## src/rtl/mpls_label_bram_arbiter.sv

```systemverilog
// mpls_label_bram_arbiter
// Arbitrates one host write port and NUM_RD read ports onto a single-port
// label-table BRAM. After reset the whole table is cleared (INIT), then one
// BRAM operation per cycle is granted (RUN): writes win, except that once
// WR_STREAK_MAX consecutive write grants have been made while a read waits,
// a read is forced through. Reads are served round-robin.
//
// Ports
//   clk, reset            clock, synchronous active-low reset
//   wr_req/addr/data      host write request (held until wr_ack)
//   wr_ack                1-cycle write-accepted pulse
//   rd_req[NUM_RD]        per-port read request (held until rd_ack)
//   rd_addr               packed per-port read address, port i at [i*ADDR_W +: ADDR_W]
//   rd_ack[NUM_RD]        1-cycle read-accepted pulse
//   rd_valid[NUM_RD]      1-cycle pulse, rd_data belongs to that port (2 cycles after rd_ack)
//   rd_data               shared read data, holds when rd_valid is zero
//   bram_we/addr/din      registered BRAM controls
//   bram_dout             BRAM output, one cycle after bram_addr
//   init_done             high once the table clear has completed
module mpls_label_bram_arbiter #(
    parameter int unsigned NUM_RD        = 4,
    parameter int unsigned ADDR_W        = 8,
    parameter int unsigned DATA_W        = 48,
    parameter int unsigned WR_STREAK_MAX = 4
) (
    input  logic                     clk,
    input  logic                     reset,
    input  logic                     wr_req,
    input  logic [ADDR_W-1:0]        wr_addr,
    input  logic [DATA_W-1:0]        wr_data,
    output logic                     wr_ack,
    input  logic [NUM_RD-1:0]        rd_req,
    input  logic [NUM_RD*ADDR_W-1:0] rd_addr,
    output logic [NUM_RD-1:0]        rd_ack,
    output logic [NUM_RD-1:0]        rd_valid,
    output logic [DATA_W-1:0]        rd_data,
    output logic                     bram_we,
    output logic [ADDR_W-1:0]        bram_addr,
    output logic [DATA_W-1:0]        bram_din,
    input  logic [DATA_W-1:0]        bram_dout,
    output logic                     init_done
);

    localparam int unsigned PTR_W  = (NUM_RD > 1) ? $clog2(NUM_RD) : 1;
    localparam int unsigned STRK_W = $clog2(WR_STREAK_MAX + 1);
    localparam logic [ADDR_W-1:0] LAST_ADDR = '1;

    typedef enum logic {
        ST_INIT = 1'b0,
        ST_RUN  = 1'b1
    } state_t;

    state_t              state;
    logic [ADDR_W-1:0]   clr_cnt;
    logic [STRK_W-1:0]   streak;
    logic [PTR_W-1:0]    rr_ptr;
    logic [NUM_RD-1:0]   rd_pend;     // read whose BRAM access happens this edge

    logic                wr_elig_c;
    logic [NUM_RD-1:0]   rd_elig_c;
    logic                rd_any_c;
    logic                streak_max_c;
    logic                write_wins_c;
    logic                do_wr_c;
    logic                do_rd_c;
    logic                idle_c;
    logic                found_c;
    int unsigned         idx_c;
    logic [PTR_W-1:0]    rd_sel_c;
    logic [ADDR_W-1:0]   rd_sel_addr_c;

    // Grant decision. A write that owns the slot but is still in its ack
    // cycle leaves a bubble; the streak is kept so a waiting read gets in
    // once the limit is reached.
    always_comb begin
        wr_elig_c    = wr_req && !wr_ack;
        rd_elig_c    = rd_req & ~rd_ack;
        rd_any_c     = |rd_elig_c;
        streak_max_c = (streak == STRK_W'(WR_STREAK_MAX));
        write_wins_c = wr_req && !(streak_max_c && rd_any_c);
        do_wr_c      = write_wins_c && wr_elig_c;
        do_rd_c      = !write_wins_c && rd_any_c;
        idle_c       = !wr_elig_c && !rd_any_c;
    end

    // Round-robin pick, searching from the port after the last grant.
    always_comb begin
        found_c  = 1'b0;
        idx_c    = 0;
        rd_sel_c = rr_ptr;
        for (int unsigned off = 1; off <= NUM_RD; off++) begin
            idx_c = (32'(rr_ptr) + off) % NUM_RD;
            if (!found_c && rd_elig_c[PTR_W'(idx_c)]) begin
                found_c  = 1'b1;
                rd_sel_c = PTR_W'(idx_c);
            end
        end
        rd_sel_addr_c = rd_addr[32'(rd_sel_c)*ADDR_W +: ADDR_W];
    end

    // State, BRAM controls, acks and read-return pipeline.
    always_ff @(posedge clk) begin
        if (!reset) begin
            state     <= ST_INIT;
            clr_cnt   <= '0;
            init_done <= 1'b0;
            wr_ack    <= 1'b0;
            rd_ack    <= '0;
            rd_pend   <= '0;
            rd_valid  <= '0;
            rd_data   <= '0;
            bram_we   <= 1'b0;
            bram_addr <= '0;
            bram_din  <= '0;
            streak    <= '0;
            rr_ptr    <= PTR_W'(NUM_RD - 1);
        end else begin
            wr_ack   <= 1'b0;
            rd_ack   <= '0;
            rd_pend  <= rd_ack;
            rd_valid <= rd_pend;
            if (|rd_pend) begin
                rd_data <= bram_dout;
            end
            case (state)
                ST_INIT: begin
                    bram_we   <= 1'b1;
                    bram_din  <= '0;
                    bram_addr <= clr_cnt;
                    clr_cnt   <= clr_cnt + 1'b1;
                    if (clr_cnt == LAST_ADDR) begin
                        state     <= ST_RUN;
                        init_done <= 1'b1;
                    end
                end
                ST_RUN: begin
                    bram_we <= 1'b0;
                    if (do_wr_c) begin
                        bram_we   <= 1'b1;
                        bram_addr <= wr_addr;
                        bram_din  <= wr_data;
                        wr_ack    <= 1'b1;
                        if (!streak_max_c) begin
                            streak <= streak + 1'b1;
                        end
                    end else if (do_rd_c) begin
                        bram_addr        <= rd_sel_addr_c;
                        rd_ack[rd_sel_c] <= 1'b1;
                        rr_ptr           <= rd_sel_c;
                        streak           <= '0;
                    end else if (idle_c) begin
                        streak <= '0;
                    end
                end
                default: state <= ST_INIT;
            endcase
        end
    end

endmodule

```

## config.mk

```make
export PLATFORM = sky130hd
export DESIGN_NAME = mpls_label_bram_arbiter
export DESIGN_NICKNAME = d
export VERILOG_FILES = /design/src/rtl/mpls_label_bram_arbiter.sv
export SDC_FILE = /design/constraint.sdc
export NUM_CORES = 1
export LEC_CHECK = 0
export CORE_MARGIN = 3
export CORE_UTILIZATION = 37
export CTS_CLUSTER_DIAMETER = 100
export DETAILED_ROUTE_END_ITERATION = 10
export PLACE_DENSITY = 0.76
export SLEW_MARGIN = 10
export SYNTH_ARGS = -nofsm -noshare
export SYNTH_HDL_FRONTEND = slang
export SYNTH_SLANG_ARGS = --single-unit
```

## constraint.sdc

```tcl
create_clock -name clk -period 1.9 [get_ports clk]
set_input_delay 0.475 -clock clk [delete_from_list [all_inputs] [get_ports clk]]
set_output_delay 0.475 -clock clk [all_outputs]
set_load 0.01 [all_outputs]
```

==> run metrics, run 1 <==
Ports 258; CTS root buffer clkbuf_16; vias per cell 5.003; CP Cell Sequence dlygate4sd2_1 -> nand2b_4 -> buf_4 -> a41oi_4 -> o21ai_4 -> or3_1 -> o32a_1 -> o21ai_2; WP data arrival 2.28 ns; Die ar. 16350 µm²; top post-synthesis cells by area dfxtp_1, nand2_1, a21boi_0, a21oi_1, mux2i_1; crit end category flip-flop; Synth Warn # 0; GRT overflow 0; CTS tree built; Slew Limit Fails 0; maximum vdd ir drop 585.6 µV; mux cell area share after synthesis 3.324%; clock-pin slew on the worst setup and hold paths 0.06 ns; flops & latches, synth 133; min Tclk post-route 1.937 ns; first-pass GRT wire length 27680 µm; via count 5703; Primary FF master, synth dfxtp_1; Final Cycle Share 101.9%; Post-synth EDFFs 0; max cap viols 0; Final ANT Viol Nets 0; clk_lat worst skew 0.42 ns; post-route cell area 9478 µm²; Worst setup SP type input pin; Post-Synth XOR/XNOR Area 0.9563%; post-synth top area share 48.45%; Final Skew 0.01657 ns; Detailed Route WL 17860 µm; Row Count 43; layout cells sized above 1 14.17%; Fmax 516.3 MHz; Pwr per Cell Area 705.3 nW/µm²; Hold Path Class input pin to flip-flop; Synth area leader dfxtp_1; drt first-iter violations 304; cts bufs inserted 17; Max-Slew Margin vs Limit 67.13%; drt pass-1 iters 4; initial antenna violation count 0; largest family of logic cells by synthesized area simple AND/OR/NAND/NOR gates; Clock Path Buffers 2; unrepaired setup endpoints after global routing yes; Post-Synth Adder-Cell Area 0.6831%; Hold Vio Cnt, Final 0; Die X 127.9 µm; Synth async-reset ratio 0%; worst path required time 2.24 ns; Post-Syn Instances 653; post-synthesis simple-gate area fraction 23.11%; GRT Util Overall 21.21%; outcome finished with violations; Post-Syn Nets 799; Worst path max stage delay 0.38 ns; Port Buffers 257; endpoints failing setup 2; Placed Cells incl. Taps 1096; count leader, synth nand2_1; die height 127.9 µm; Slowest cell on crit path or3_1; post-detail-place hpwl 12270 µm; Core Box Area 14200 µm²; Layout fillers 1147; Core Util, Final 66.73%; Synth cell types 49; htree depth 4; GP Congestion 0.8809; Final WS setup -0.03676 ns; worst-margin pin slew 0.4931 ns; Layout area overhead 72.47%; Leakage 3.484 nW; fin cells 1140; failing checks negative setup slack; placed inst area 8543 µm²; Crit Path Max Fanout 6; Post-route DRC 0; WL/cell 15.67 µm; post-synthesis sequential area ratio 48.45%; Buf/Inv on CP 2; vias in the first global route 5472; Nets 1093; Setup WS pre-CTS -0.6102 ns; Clock Sinks 133; Synth Area in Compound Gates 19.35%; Top delay family on crit path compound AO/OA/AOI/OAI gates; diodes inserted 0; synthesized area 5495 µm²; Initial Util 38.69%; pin count of the biggest net entering global routing 58; kind of critical path input pin to flip-flop; Post-Syn Area per Cell 8.415 µm²; Commonest cells post-synth nand2_1, dfxtp_1, a21oi_1
-- registers in the layout, indices dropped and copies added, names as in the netlist --
signal     count
rr_ptr         2
streak         3
clr_cnt        8
init_done      1
bram_din      48
rd_data       48
rd_valid       4
state          1
rd_pend        4
bram_we        1
rd_ack         4
bram_addr      8
wr_ack         1
-- path summary, 6_finish.rpt --
kind                                               start                         to  slack, ns  depth (start not counted)
worst max-delay path                           rd_req[1]  bram_addr[4]$_SDFFE_PN0P_      -0.04                          8
worst min-delay path                               reset     rr_ptr[1]$_SDFFE_PN1P_       0.44                          2
worst max register to register      rd_ack[1]$_SDFF_PP0_  bram_addr[4]$_SDFFE_PN0P_      -0.02                          7
worst min register to register  rd_data[38]$_SDFFE_PN0P_   rd_data[38]$_SDFFE_PN0P_       0.45                          2
-- per-stage QoR --
step	setup TNS (ns)	hold WS, ns	power (mW)
2_1_floorplan	0	0.4448	3.073
3_3_place_gp	-23.57	0.4382	3.481
6_report	-0.05104	0.4365	6.685
4_1_cts	0	0.4032	6.729
5_1_grt	-0.3147	0.4349	6.928
3_5_place_dp	-24.45	0.4408	3.483
-- logic make-up (layout without fill, tap and decap cells) --
kind of cell / after synthesis / count (layout)
AND/OR/NAND/NOR: 285 / 286
flip-flops: 133 / 133
XOR/XNOR: 6 / 6
adder cells (fa/ha/maj): 3 / 3
AO/OA/AOI/OAI: 158 / 160
multiplexers: 17 / 17
buffers and inverters: 51 / 355
-- what timing repair did --
item,CTS,global route
resized for setup,25,33
endpoints found under the setup margin,16,27
cloned,4,0
pin swaps,6,13
hold buffers,0,0
buffers inserted,2,7
-- layer usage --
metal  vias to the layer above  global-route usage [%]  routed length (µm)
met4                         0                   7.241                 314
met3                        23                   8.375                1752
met2                       250                   34.57                8540
met5                         -                       0                   0
li1                       2805                       -                   -
met1                      2625                   25.55                7253
-- cell type report --
cell class	count	area, µm²	area share, %
well taps	180	225.2	2.376
repair buffers	317	3131	33.03
inverters	6	22.52	0.2376
multi-input cells	472	2854	30.11
clock buffers	21	450.4	4.752
clock inverters	11	127.6	1.347
flip-flops and latches	133	2668	28.15
-- placed cells by master, fill, tap and decap left out, types with 5 or more instances in the layout --
master           instances
a21boi_0                41
a21boi_1                11
a21oi_1                 57
a311oi_1                 5
and2_1                  14
buf_12                   5
buf_4                   47
buf_6                    7
clkbuf_16               17
clkdlybuf4s50_1        247
dfxtp_1                129
dlygate4sd2_1            5
mux2i_1                 11
nand2_1                204
nand3_1                  5
nor2_1                   5
nor2b_1                 12
nor3_1                   7
o21ai_0                  6
o31ai_1                  5
o32a_1                   6
or3_1                   16
xnor2_1                  6
-- power by group --
part           switching (mW)  internal (mW)
Clock                    1.22           1.97
Combinational           0.255          0.431
Sequential            0.00920           2.80
No activity file was read; power rests on OpenSTA's default activity.
==> inputs of run 2 (changes only) <==
--- a/config.mk
+++ b/config.mk
@@ -5,11 +5,14 @@
 export SDC_FILE = /design/constraint.sdc
 export NUM_CORES = 1
 export LEC_CHECK = 0
+export ABC_CLOCK_PERIOD_IN_PS = 1900
 export CORE_MARGIN = 3
 export CORE_UTILIZATION = 37
 export CTS_CLUSTER_DIAMETER = 100
 export DETAILED_ROUTE_END_ITERATION = 10
 export PLACE_DENSITY = 0.76
+export REMOVE_ABC_BUFFERS = 1
+export SKIP_CTS_REPAIR_TIMING = 1
 export SLEW_MARGIN = 10
 export SYNTH_ARGS = -nofsm -noshare
 export SYNTH_HDL_FRONTEND = slang
==> run metrics, run 2 (synthesized netlist as in run 1, its figures left out) <==
outcome completed; Core Util, Final 65.93% (-0.80 points); vias in the first global route 5304 (-3.1%); Ports 258 (unchanged); Worst path max stage delay 0.34 ns (-0.04 ns); Post-route DRC 0 (unchanged); Final Cycle Share 99.86% (-2.1 points); post-route cell area 9364 µm² (-1.2%); gr busiest metal met2; endpoints failing setup 0 (-2); WP data arrival 2.19 ns (-0.09 ns); CP Cell Sequence inv_2 -> ha_4 -> nand2_2 -> a41oi_2 -> buf_4 -> nor2_4 -> buf_4 -> a311oi_2 -> o32a_1 -> o21ai_1; Placed Cells incl. Taps 1092 (-0.36%); total power 7.040 mW (+5.3%); Worst setup SP type flip-flop; Die X 127.9 µm (unchanged); initial antenna violation count 0 (unchanged); CTS root buffer clkbuf_16; via count 5453 (-4.4%); Leakage 3.471 nW (-0.38%); Pwr per Cell Area 751.9 nW/µm² (+6.6%); drt pass-1 iters 5 (+1); FF-to-FF End bram_addr[3]$_SDFFE_PN0P_; most frequent CP cell buf_4; post-detail-place hpwl 12430 µm (+1.3%); pin count of the biggest net entering global routing 76 (+31%); Die ar. 16350 µm² (unchanged); Core Box Area 14200 µm² (unchanged); WL/cell 15.21 µm (-2.9%); cts bufs inserted 17 (unchanged); Final ANT Viol Nets 0 (unchanged); Reg2Reg Setup Slack 0.003 ns (+0.02 ns); Fmax 527.1 MHz (+2.1%); Hold Vio Cnt, Final 0 (unchanged); maximum vdd ir drop 682.4 µV (+17%); worst-margin pin slew 0.5355 ns (+0.04246 ns); first-pass GRT wire length 26940 µm (-2.6%); Max-Slew Margin vs Limit 64.30% (-2.8 points); Layout area overhead 70.40%; most common cell after layout, fill and taps aside clkdlybuf4s50_1; Detailed Route WL 17250 µm (-3.4%); GR Layer Usage met2 34.41% (-0.15 points); Clock Path Buffers 2 (unchanged); GRT overflow 0 (unchanged); Hold Worst Slack 0.4498 ns (+0.01329 ns); Slew Limit Fails 0 (unchanged); fin cells 1134 (-0.53%); M3 GR Usage 5.583% (-2.8 points); placed inst area 8513 µm² (-0.35%); die height 127.9 µm (unchanged); hold depth 2 (unchanged); vias per cell 4.809 (-3.9%); Row Count 43 (unchanged); Hold Crit Start rd_data[31]$_SDFFE_PN0P_; Slowest cell on crit path a311oi_2; drt first-iter violations 257 (-15%); clock-pin slew on the worst setup and hold paths 0.05 ns (about the same); Port Buffers 257 (unchanged); largest registers bram_din (48), rd_data (48); htree depth 4 (unchanged); Worst R2R Path Depth 10 (+3); Final WS setup 0.002733 ns (+0.03949 ns); Setup WS pre-CTS -0.5467 ns (+0.06350 ns); GRT Util Overall 20.70% (-0.51 points); most frequent cells in the layout clkdlybuf4s50_1, nand2_1, dfxtp_1, a21oi_1, buf_4; worst path required time 2.19 ns (-0.05 ns); Final Skew 0.006713 ns (-0.009855 ns); WHS Endpoint rd_data[31]$_SDFFE_PN0P_; kind of critical path flip-flop to flip-flop; Layout fillers 1201 (+4.7%); met1 Use GR 25.49% (-0.057 points); GP Congestion 0.8731 (-0.89%); Nets 1087 (-0.55%); max cap viols 0 (unchanged); min Tclk post-route 1.897 ns (-0.03949 ns); clk_lat worst skew 0.41 ns (about the same); Hold Path Class flip-flop to flip-flop; Crit Path Max Fanout 9 (+3); Clock Sinks 133 (unchanged); R2R Path Start streak[1]$_SDFFE_PN0P_; layout cells sized above 1 13.01% (-1.2 points); final setup TNS 0 ns (+0.05104 ns); unrepaired setup endpoints after global routing yes; crit end category flip-flop; CTS tree built; Initial Util 38.69% (unchanged)
run 2: routing by layer:
| layer | up-vias | wire length, µm |
|---|---|---|
| met5 | - | 0 |
| met4 | 0 | 457 |
| met3 | 29 | 1072 |
| met2 | 195 | 8317 |
| met1 | 2447 | 7398 |
| li1 | 2782 | - |
run 2: worst max-delay path by stage:
stage | from | end | slack (ns)
2_1_floorplan | rd_pend[1]$_SDFF_PN0_ | rd_data[27]$_SDFFE_PN0P_ | -2.19
3_3_place_gp | rd_req[3] | bram_addr[5]$_SDFFE_PN0P_ | -0.50
3_5_place_dp | rd_req[3] | bram_addr[7]$_SDFFE_PN0P_ | -0.55
4_1_cts | rd_req[3] | bram_addr[7]$_SDFFE_PN0P_ | -0.12
5_1_grt | streak[1]$_SDFFE_PN0P_ | bram_addr[3]$_SDFFE_PN0P_ | -0.05
6_report | streak[1]$_SDFFE_PN0P_ | bram_addr[3]$_SDFFE_PN0P_ | 0.003
run 2: critical path: cells and delay by family, from the launching register on:
kind	cells	cell delay, ns
flip-flops	1	0.32
AO/OA/AOI/OAI	4	0.81
buffers and inverters	3	0.37
adder cells (fa/ha/maj)	1	0.16
AND/OR/NAND/NOR	2	0.13
run 2: power breakdown:
group | internal, mW | switching (mW)
logic | 0.409 | 0.225
registers | 2.80 | 0.00905
clock network | 2.43 | 1.17
total | 5.64 | 1.40
run 2: area by class of cell:
class                      instances  area, µm²  share of cell area [%]
multi-input combinational        469       2716                   29.01
clock buffer                      23      478.0                   5.104
inverter                           6      22.52                  0.2405
antenna                            1      2.502                 0.02672
clock inverter                     8      171.4                   1.831
timing repair buffer             314       3083                   32.92
sequential                       133       2665                   28.46
tap                              180      225.2                   2.405
==> inputs of run 3 (changes only) <==
--- a/config.mk
+++ b/config.mk
@@ -6,6 +6,7 @@
 export NUM_CORES = 1
 export LEC_CHECK = 0
 export ABC_CLOCK_PERIOD_IN_PS = 1900
+export CAP_MARGIN = 40
 export CORE_MARGIN = 3
 export CORE_UTILIZATION = 37
 export CTS_CLUSTER_DIAMETER = 100
==> results of run 3 <==
No change in the layout: final DEF, timing and power equal those of run 2.
